$ cat config.mk
export PLATFORM = sky130hd
export DESIGN_NAME = data_sync_flat
export DESIGN_NICKNAME = d
export VERILOG_FILES = /design/src/rtl/data_sync_if.sv /design/src/rtl/data_sync.sv /design/src/flat_wrapper.sv
export SDC_FILE = /design/constraint.sdc
export NUM_CORES = 1
export LEC_CHECK = 0
export ABC_AREA = 1
export CORE_MARGIN = 1.5
export CORE_UTILIZATION = 34
export CTS_CLUSTER_SIZE = 16
export DETAILED_ROUTE_END_ITERATION = 10
export PLACE_DENSITY = 0.7
export REMOVE_ABC_BUFFERS = 1
export SYNTH_ARGS = -nofsm -noshare
export SYNTH_HDL_FRONTEND = slang
export SYNTH_SLANG_ARGS = --single-unit
$ cat constraint.sdc
create_clock -name CLK -period 0.8 [get_ports CLK]
set_input_delay 0.08 -clock CLK [delete_from_list [all_inputs] [get_ports CLK]]
set_output_delay 0.08 -clock CLK [all_outputs]
set_load 0.02 [all_outputs]
$ cat src/rtl/data_sync_if.sv
// Purpose : bundles the source-side request/data and destination-side capture
//           signals of data_sync into one port.
// Ports   : UNSYNC_BUS/BUS_EN (source -> sync), SYNC_BUS/ENABLE_PULSE and
//           ACK (sync -> consumer, ACK only when DATA_SYNC_ACK_EN is defined).
// Modports: master = source/consumer side, slave = data_sync itself.
interface data_sync_if #(
  parameter int BUS_WIDTH = 8
);
  logic [BUS_WIDTH-1:0] UNSYNC_BUS;
  logic                 BUS_EN;
  logic [BUS_WIDTH-1:0] SYNC_BUS;
  logic                 ENABLE_PULSE;
`ifdef DATA_SYNC_ACK_EN
  logic                 ACK;

  modport master (output UNSYNC_BUS, output BUS_EN,
                  input  SYNC_BUS, input ENABLE_PULSE, input ACK);
  modport slave  (input  UNSYNC_BUS, input BUS_EN,
                  output SYNC_BUS, output ENABLE_PULSE, output ACK);
`else
  modport master (output UNSYNC_BUS, output BUS_EN,
                  input  SYNC_BUS, input ENABLE_PULSE);
  modport slave  (input  UNSYNC_BUS, input BUS_EN,
                  output SYNC_BUS, output ENABLE_PULSE);
`endif
endinterface

$ cat src/rtl/data_sync.sv
// Purpose : multi-flop synchronizes a level request BUS_EN and captures the
//           quasi-static UNSYNC_BUS once per request into SYNC_BUS.
// Latency : request rising before edge 1 -> SYNC_BUS/ENABLE_PULSE valid after
//           edge NUM_STAGES+1; ENABLE_PULSE lasts exactly one cycle.
// Backpressure: none in the default build; with DATA_SYNC_ACK_EN defined a
//           four-phase handshake holds ACK high until the request drops, and
//           further requests are ignored until then.
// Ports   : CLK, RST (async active-high), bus (data_sync_if.slave).
// Macro   : DATA_SYNC_ACK_EN enables the ACK output and WAIT_LOW state.
module data_sync #(
  parameter int BUS_WIDTH  = 8,
  parameter int NUM_STAGES = 2
) (
  input logic        CLK,
  input logic        RST,
  data_sync_if.slave bus
);

  // Synchronizer chain; only BUS_EN crosses domains. UNSYNC_BUS is sampled
  // solely on the capture edge, by which time it has been stable for
  // NUM_STAGES cycles.
  logic [NUM_STAGES-1:0] sync_chain;
  logic                  en_sync;
  logic                  en_sync_d;
  logic                  rise;
  logic                  capture;

  logic [BUS_WIDTH-1:0]  sync_bus_q;
  logic                  enable_pulse_q;

  assign en_sync = sync_chain[NUM_STAGES-1];
  assign rise    = en_sync & ~en_sync_d;

  always_ff @(posedge CLK or posedge RST) begin
    if (RST) begin
      sync_chain <= '0;
      en_sync_d  <= 1'b0;
    end else begin
      sync_chain <= {sync_chain[NUM_STAGES-2:0], bus.BUS_EN};
      en_sync_d  <= en_sync;
    end
  end

`ifdef DATA_SYNC_ACK_EN
  localparam logic [0:0] IDLE     = 1'b0;
  localparam logic [0:0] WAIT_LOW = 1'b1;

  logic [0:0] state;
  logic       ack_q;
  logic       fall;

  // In WAIT_LOW en_sync_d is always 1 (we only stay there while en_sync is
  // high), so the first en_sync=0 edge there is exactly a fall.
  assign fall    = ~en_sync & en_sync_d;
  assign capture = rise & (state == IDLE);

  always_ff @(posedge CLK or posedge RST) begin
    if (RST) begin
      state <= IDLE;
      ack_q <= 1'b0;
    end else begin
      case (state)
        IDLE: begin
          if (rise) begin
            state <= WAIT_LOW;
            ack_q <= 1'b1;
          end
        end
        WAIT_LOW: begin
          if (fall) begin
            state <= IDLE;
            ack_q <= 1'b0;
          end
        end
        default: begin
          state <= IDLE;
          ack_q <= 1'b0;
        end
      endcase
    end
  end

  assign bus.ACK = ack_q;
`else
  // Without the handshake every synchronized rising edge is a new request.
  assign capture = rise;
`endif

  always_ff @(posedge CLK or posedge RST) begin
    if (RST) begin
      sync_bus_q     <= '0;
      enable_pulse_q <= 1'b0;
    end else begin
      enable_pulse_q <= capture;
      if (capture) begin
        sync_bus_q <= bus.UNSYNC_BUS;
      end
    end
  end

  assign bus.SYNC_BUS     = sync_bus_q;
  assign bus.ENABLE_PULSE = enable_pulse_q;

endmodule

$ cat src/flat_wrapper.sv
// flat-port wrapper written by rule: the top's interface ports become plain ports
module data_sync_flat 
#(
  parameter int BUS_WIDTH  = 8,
  parameter int NUM_STAGES = 2
)
  (CLK, RST, bus_UNSYNC_BUS, bus_BUS_EN, bus_SYNC_BUS, bus_ENABLE_PULSE);
  data_sync_if #(.BUS_WIDTH(BUS_WIDTH)) bus_i ();
  input logic CLK;
  input logic RST;
  input wire logic [$bits(bus_i.UNSYNC_BUS)-1:0] bus_UNSYNC_BUS;
  input wire logic [$bits(bus_i.BUS_EN)-1:0] bus_BUS_EN;
  output wire logic [$bits(bus_i.SYNC_BUS)-1:0] bus_SYNC_BUS;
  output wire logic [$bits(bus_i.ENABLE_PULSE)-1:0] bus_ENABLE_PULSE;
  assign bus_i.UNSYNC_BUS = bus_UNSYNC_BUS;
  assign bus_i.BUS_EN = bus_BUS_EN;
  assign bus_SYNC_BUS = bus_i.SYNC_BUS;
  assign bus_ENABLE_PULSE = bus_i.ENABLE_PULSE;
  data_sync #(.BUS_WIDTH(BUS_WIDTH), .NUM_STAGES(NUM_STAGES)) u_core (.CLK(CLK), .RST(RST), .bus(bus_i));
endmodule
* Word-level counts from Yosys, hierarchy flattened *
Cells that the tools add are included.
Widths: inputs -> output; s select.

word-level totals
  flip-flop bits (word level) = 12
  input port bits = 11
  output and inout port bits = 9
  word-level logic and storage cells = 6

operators by class
  bitwise gates (word level) = 2

operator list
  cell         count
  $and 1x1->1  1
  $not 1->1    1

* Depth between registers and ports, before layout *
Gate-level depths: netlist of the first run.

  depth in word-level cells = 2
  mapped depth = 4

* Least setup slack after synthesis of the first run *
Ideal clock, no wire load.

  kind = reg-to-reg
  start point = register u_core.en_sync_d
  end point = register u_core.sync_bus_q[2] (netlist: u_core.bus.SYNC_BUS[2])
  setup time = 117 ps
  arrival = 650 ps
  data required time = 683 ps
  path slack = 33 ps
  cell stages (with the launch flop) = 5
  buffers on the path = 0
  period minus slack after synthesis = 767 ps
  cell sequence = dfrtp_1 -> inv_4 -> nand2_8 -> nand2_1 -> nand2_1

on the way
  word-level cells in the longest chain between the ends = 2

RTL lines
  item                      line             text
  start: declaration        data_sync.sv:24  logic en_sync_d;
  start signal: assignment  data_sync.sv:40  en_sync_d <= en_sync;
  $not 1->1                 data_sync.sv:32  assign rise = en_sync & ~en_sync_d;
  $and 1x1->1               data_sync.sv:32
  end signal: assignment    data_sync.sv:96  sync_bus_q <= bus.UNSYNC_BUS;
  end: declaration          data_sync.sv:28  logic [BUS_WIDTH-1:0] sync_bus_q;

Every way passes these cells.
A chain may end at the register's enable or synchronous reset.

* Worst setup path after layout of the first run *
  start point = register u_core.sync_bus_q[0] (netlist: u_core.bus.SYNC_BUS[0])
  end point = output port bus_SYNC_BUS[0]

RTL lines
  item              line                text
  end: declaration  flat_wrapper.sv:13  output wire logic [$bits(bus_i.SYNC_BUS)-1:0] bus_SYNC_BUS;

No word-level cell between the ends.

==> impl.org, run 1 <==
** Power and ir drop
- IR drop worst, VDD :: 1340 µV
- Net switching power of the design :: 0.000430 W
- The internal portion of the total power is 0.00119 W.
- The share of total power dissipated in the clock network is 0.289.
- Summing internal, switching and leakage power gives 0.00162 W.
- Proportion of total power due to net switching :: 0.265
- Leakage :: 0.406 nW
- Power density over the cells :: 1960 nW/µm²
- Portion of total power attributed to combinational logic :: 0.271
- The share of total power dissipated in sequential elements is 0.440.

** Run
- Max-cap violations :: 0

** Logic synthesis
- Cell type with the highest aggregate area in the netlist :: sky130_fd_sc_hd__dfrtp_1
- Sequential cell area fraction in the yosys report :: 0.667
- Sorting the synthesized cells by area gives the leading types as sky130_fd_sc_hd__dfrtp_1, sky130_fd_sc_hd__nand2_1, sky130_fd_sc_hd__nand3_1.
- Synthesis inferred 12 register bits.
- Mapped cell area :: 450 µm²
- Synthesis Warnings :: 0
- The share of synthesized area in the top cell type comes to 0.667.
- Count of unique library cells instantiated by Yosys :: 8
- After technology mapping, the gate count stands at 41.
- Mapped Avg Cell Area :: 11.0 µm²

** Critical path
- Length in cells of the worst reg-to-reg path :: 4
- List of cells traversed by the critical path :: buf_6
- Required time of the critical path :: 0.72 ns
- The slowest stage of the critical path is the sky130_fd_sc_hd__dfrtp_1 cell.
- Along the worst path, the maximum fanout reaches 2.
- At the worst endpoint, the arrival time is 0.80 ns.
- Tracing the worst setup path back leads to its startpoint at u_core.bus.SYNC_BUS[0].
- STA classifies the critical path startpoint as a flop.
- In this run the critical register-to-register path is launched from u_core.en_sync_d.
- Together, buffers and inverters on the worst path number 1.
- Critical path capture point type :: primary output
- Crit path max-delay family :: flip-flops
- Critical Path Stages :: 1
- Path type of the worst setup path :: reg -> out
- The largest single stage delay on the critical path is 0.40 ns.

** Timing
- Setup-failing EPs final :: 17
- Based on the critical path, the design can be clocked at up to 1.13 GHz.
- The worst pin sits at a relative slew slack of 0.895.
- Setup repair after global routing missed its margin :: yes
- After layout, the worst setup slack is -0.0831 ns.
- Count of final hold-check violations :: 0
- Final setup skew :: 0.00440 ns
- The number of max-slew violations in the final report was 0.
- Across all hold checks on the routed design, the worst slack comes to 0.0897 ns.
- Crit path time final :: 0.883 ns
- At the pin with the least slew margin, the transition time is 0.157 ns.
- Of the available clock period, the critical path in the final layout requires 1.10.

** Outcome
- The flow ran to the end, but the final reports show violations.
- Violations in the final reports :: setup timing

** Die
- The die covers 1550 µm².
- Height of the die :: 39.4 µm
- Core outline area :: 1170 µm²
- The initial utilization of the core area, before any placement, comes to 0.385.
- X dimension of the die :: 39.4 µm
- The initialized floorplan defines 12 standard-cell rows.
- During I/O placement, the number of pins put on the boundary was 20.

** CTS
- Maximum buffer depth of the clock tree :: 2
- Clock latency on the worst-skew pair, taken at its later pin, is 0.26 ns.
- Clock input transition at the sequential cells of the worst setup and hold paths :: 0.08 ns
- Number of buffers created by CTS :: 3
- The number of hold buffers added after CTS was 0.
- Clock tree from TritonCTS :: done
- CTS built an H-tree with a depth of 1.
- Counting every sink on the clock net gives 12.
- Library cell used as clock root buffer :: sky130_fd_sc_hd__clkbuf_4

** Route
- Detailed-route DRC error count :: 0
- Dividing the detail-routed wire length by the instance count gives 10.6 µm.
- Detailed router's first-iteration violation count :: 7
- The detail route stage leaves a number of antenna-violating nets equal to 0.
- The routed layout has 374 vias.
- The final layout contains routed wiring with a total length of 931 µm.
- After detailed routing, the number of vias per cell comes to 4.25.
- The first detailed-routing pass took 4 iterations.

** Final layout
- Share of cells above drive strength 1 :: 0.473
- Leaving out fill and tap cells, the most frequent cells in the layout are sky130_fd_sc_hd__dfrtp_1, sky130_fd_sc_hd__nand2_1, sky130_fd_sc_hd__clkdlybuf4s50_1.
- Multi-input gate area in the final layout :: 165 µm²
- At the end of the flow, the number of nets in the layout was 86.
- The layout has 92 filler cells.
- Layout overhead on the synthesized area :: 83.3%
- 0 antenna diodes ended up in the layout.
- Leading cell type in the layout, fill and taps excluded :: sky130_fd_sc_hd__dfrtp_1
- Area used by sequential logic in the layout :: 302 µm²

** Min path
- The min-delay analysis places its worst path in the category in -> async.

** Global routing
- The number of global-route vias before repair was 376.
- Overflow left after global routing :: 0
- The number of antenna violations at the first check in global routing came to 0.
- Entering global routing, the biggest net connects 13 pins.
- The first global-routing pass estimated 1440 µm of wire.
- Across every metal layer, demand over resource in global routing totals 0.136.

** Placed design
- Count of buffers inserted at the top-level ports :: 19
- Pre-CTS setup slack :: -0.221 ns
- At the end of routability-driven placement, the weighted congestion stood at 0.670.
==> cells in the mapped netlist <==
cell and count:
sky130_fd_sc_hd__dfrtp_1 12, sky130_fd_sc_hd__buf_6 1, sky130_fd_sc_hd__nand2_2 2, sky130_fd_sc_hd__inv_1 2
sky130_fd_sc_hd__inv_4 1, sky130_fd_sc_hd__nand2_1 14, sky130_fd_sc_hd__nand3_1 8, sky130_fd_sc_hd__nand2_8 1
==> path summary, 6_finish.rpt <==
kind	end	slack, ns
max in group asynchronous	u_core.en_sync_d	0.55
hold reg to reg	u_core.sync_chain[1]	0.36
min in group CLK	u_core.sync_chain[0]	0.25
hold / removal	u_core.bus.SYNC_BUS[7]	0.09
setup reg to reg	u_core.bus.SYNC_BUS[3]	-0.05
setup / recovery	bus_SYNC_BUS[0]	-0.08
==> layer usage <==
metal,GRT usage,routed length [µm]
met4,0.0517,0
met5,0,0
met1,0.149,385
met2,0.246,477
met3,0.0341,69
==> sequential cells by signal (all words and copies together) (netlist names) <==
signal,count
u_core.bus.ENABLE_PULSE,1
u_core.bus.SYNC_BUS,8
u_core.en_sync_d,1
u_core.sync_chain,2
==> worst reg2reg max path: cells and delay by family, from the launching register on <==
| family | cells | cell delay [ns] |
|---|---|---|
| simple gates | 3 | 0.18 |
| buf+inv | 1 | 0.12 |
| flops | 1 | 0.45 |
==> cells by family (layout without fill, tap and decap cells) <==
logic type,Yosys count,in the layout,synth area share
flip-flops,12,12,0.667
AND/OR/NAND/NOR,25,26,0.278
buffers and inverters,4,36,0.0556
==> power groups by stage <==
stage | sequential, W | combinational, W | clock (W)
2_1_floorplan | 0.000787 | 0.0000726 | 0
5_1_grt | 0.000719 | 0.000477 | 0.000516
4_1_cts | 0.000710 | 0.000401 | 0.000490
6_report | 0.000713 | 0.000440 | 0.000469
3_3_place_gp | 0.000708 | 0.000369 | 0
3_5_place_dp | 0.000712 | 0.000371 | 0
==> layout make-up <==
cell class / instances / share of cell area
Sequential cell: 12 / 0.365
Timing Repair Buffer: 28 / 0.341
Multi-Input combinational cell: 26 / 0.200
Clock buffer: 4 / 0.0439
Tap cell: 14 / 0.0212
Inverter: 3 / 0.0197
Timing Repair inverter: 1 / 0.00909
==> per-stage QoR <==
stage	cells	utilization	cell area (µm²)	setup TNS [ns]
floorplan	40	-	439	-0.373
global placement	79	0.601	704	-1.84
detailed placement	79	0.601	704	-1.98
finish	88	0.705	826	-0.921
global route	88	0.705	826	-1.53
CTS	85	0.655	767	-0.999
==> timing repair <==
item | in CTS | in global routing
hold endpoints to repair | 0 | 0
gates cloned | 0 | 2
gates resized for setup | 54 | 10
endpoints found under the setup margin | 17 | 18
pin swaps | 0 | 2
buffers inserted | 2 | 2
(Power assumes the default switching activity.)
==> run 2, diff against run 1 <==
- HOLD_SLACK_MARGIN: default -> 0.02
==> results of run 2 <==
Same layout as run 1: the final DEF is identical, and so are final timing and power.
==> run 3, diff against run 2 <==
- CTS_CLUSTER_SIZE: 16 -> 30
==> results of run 3 <==
Same layout as run 1: the final DEF is identical, and so are final timing and power.
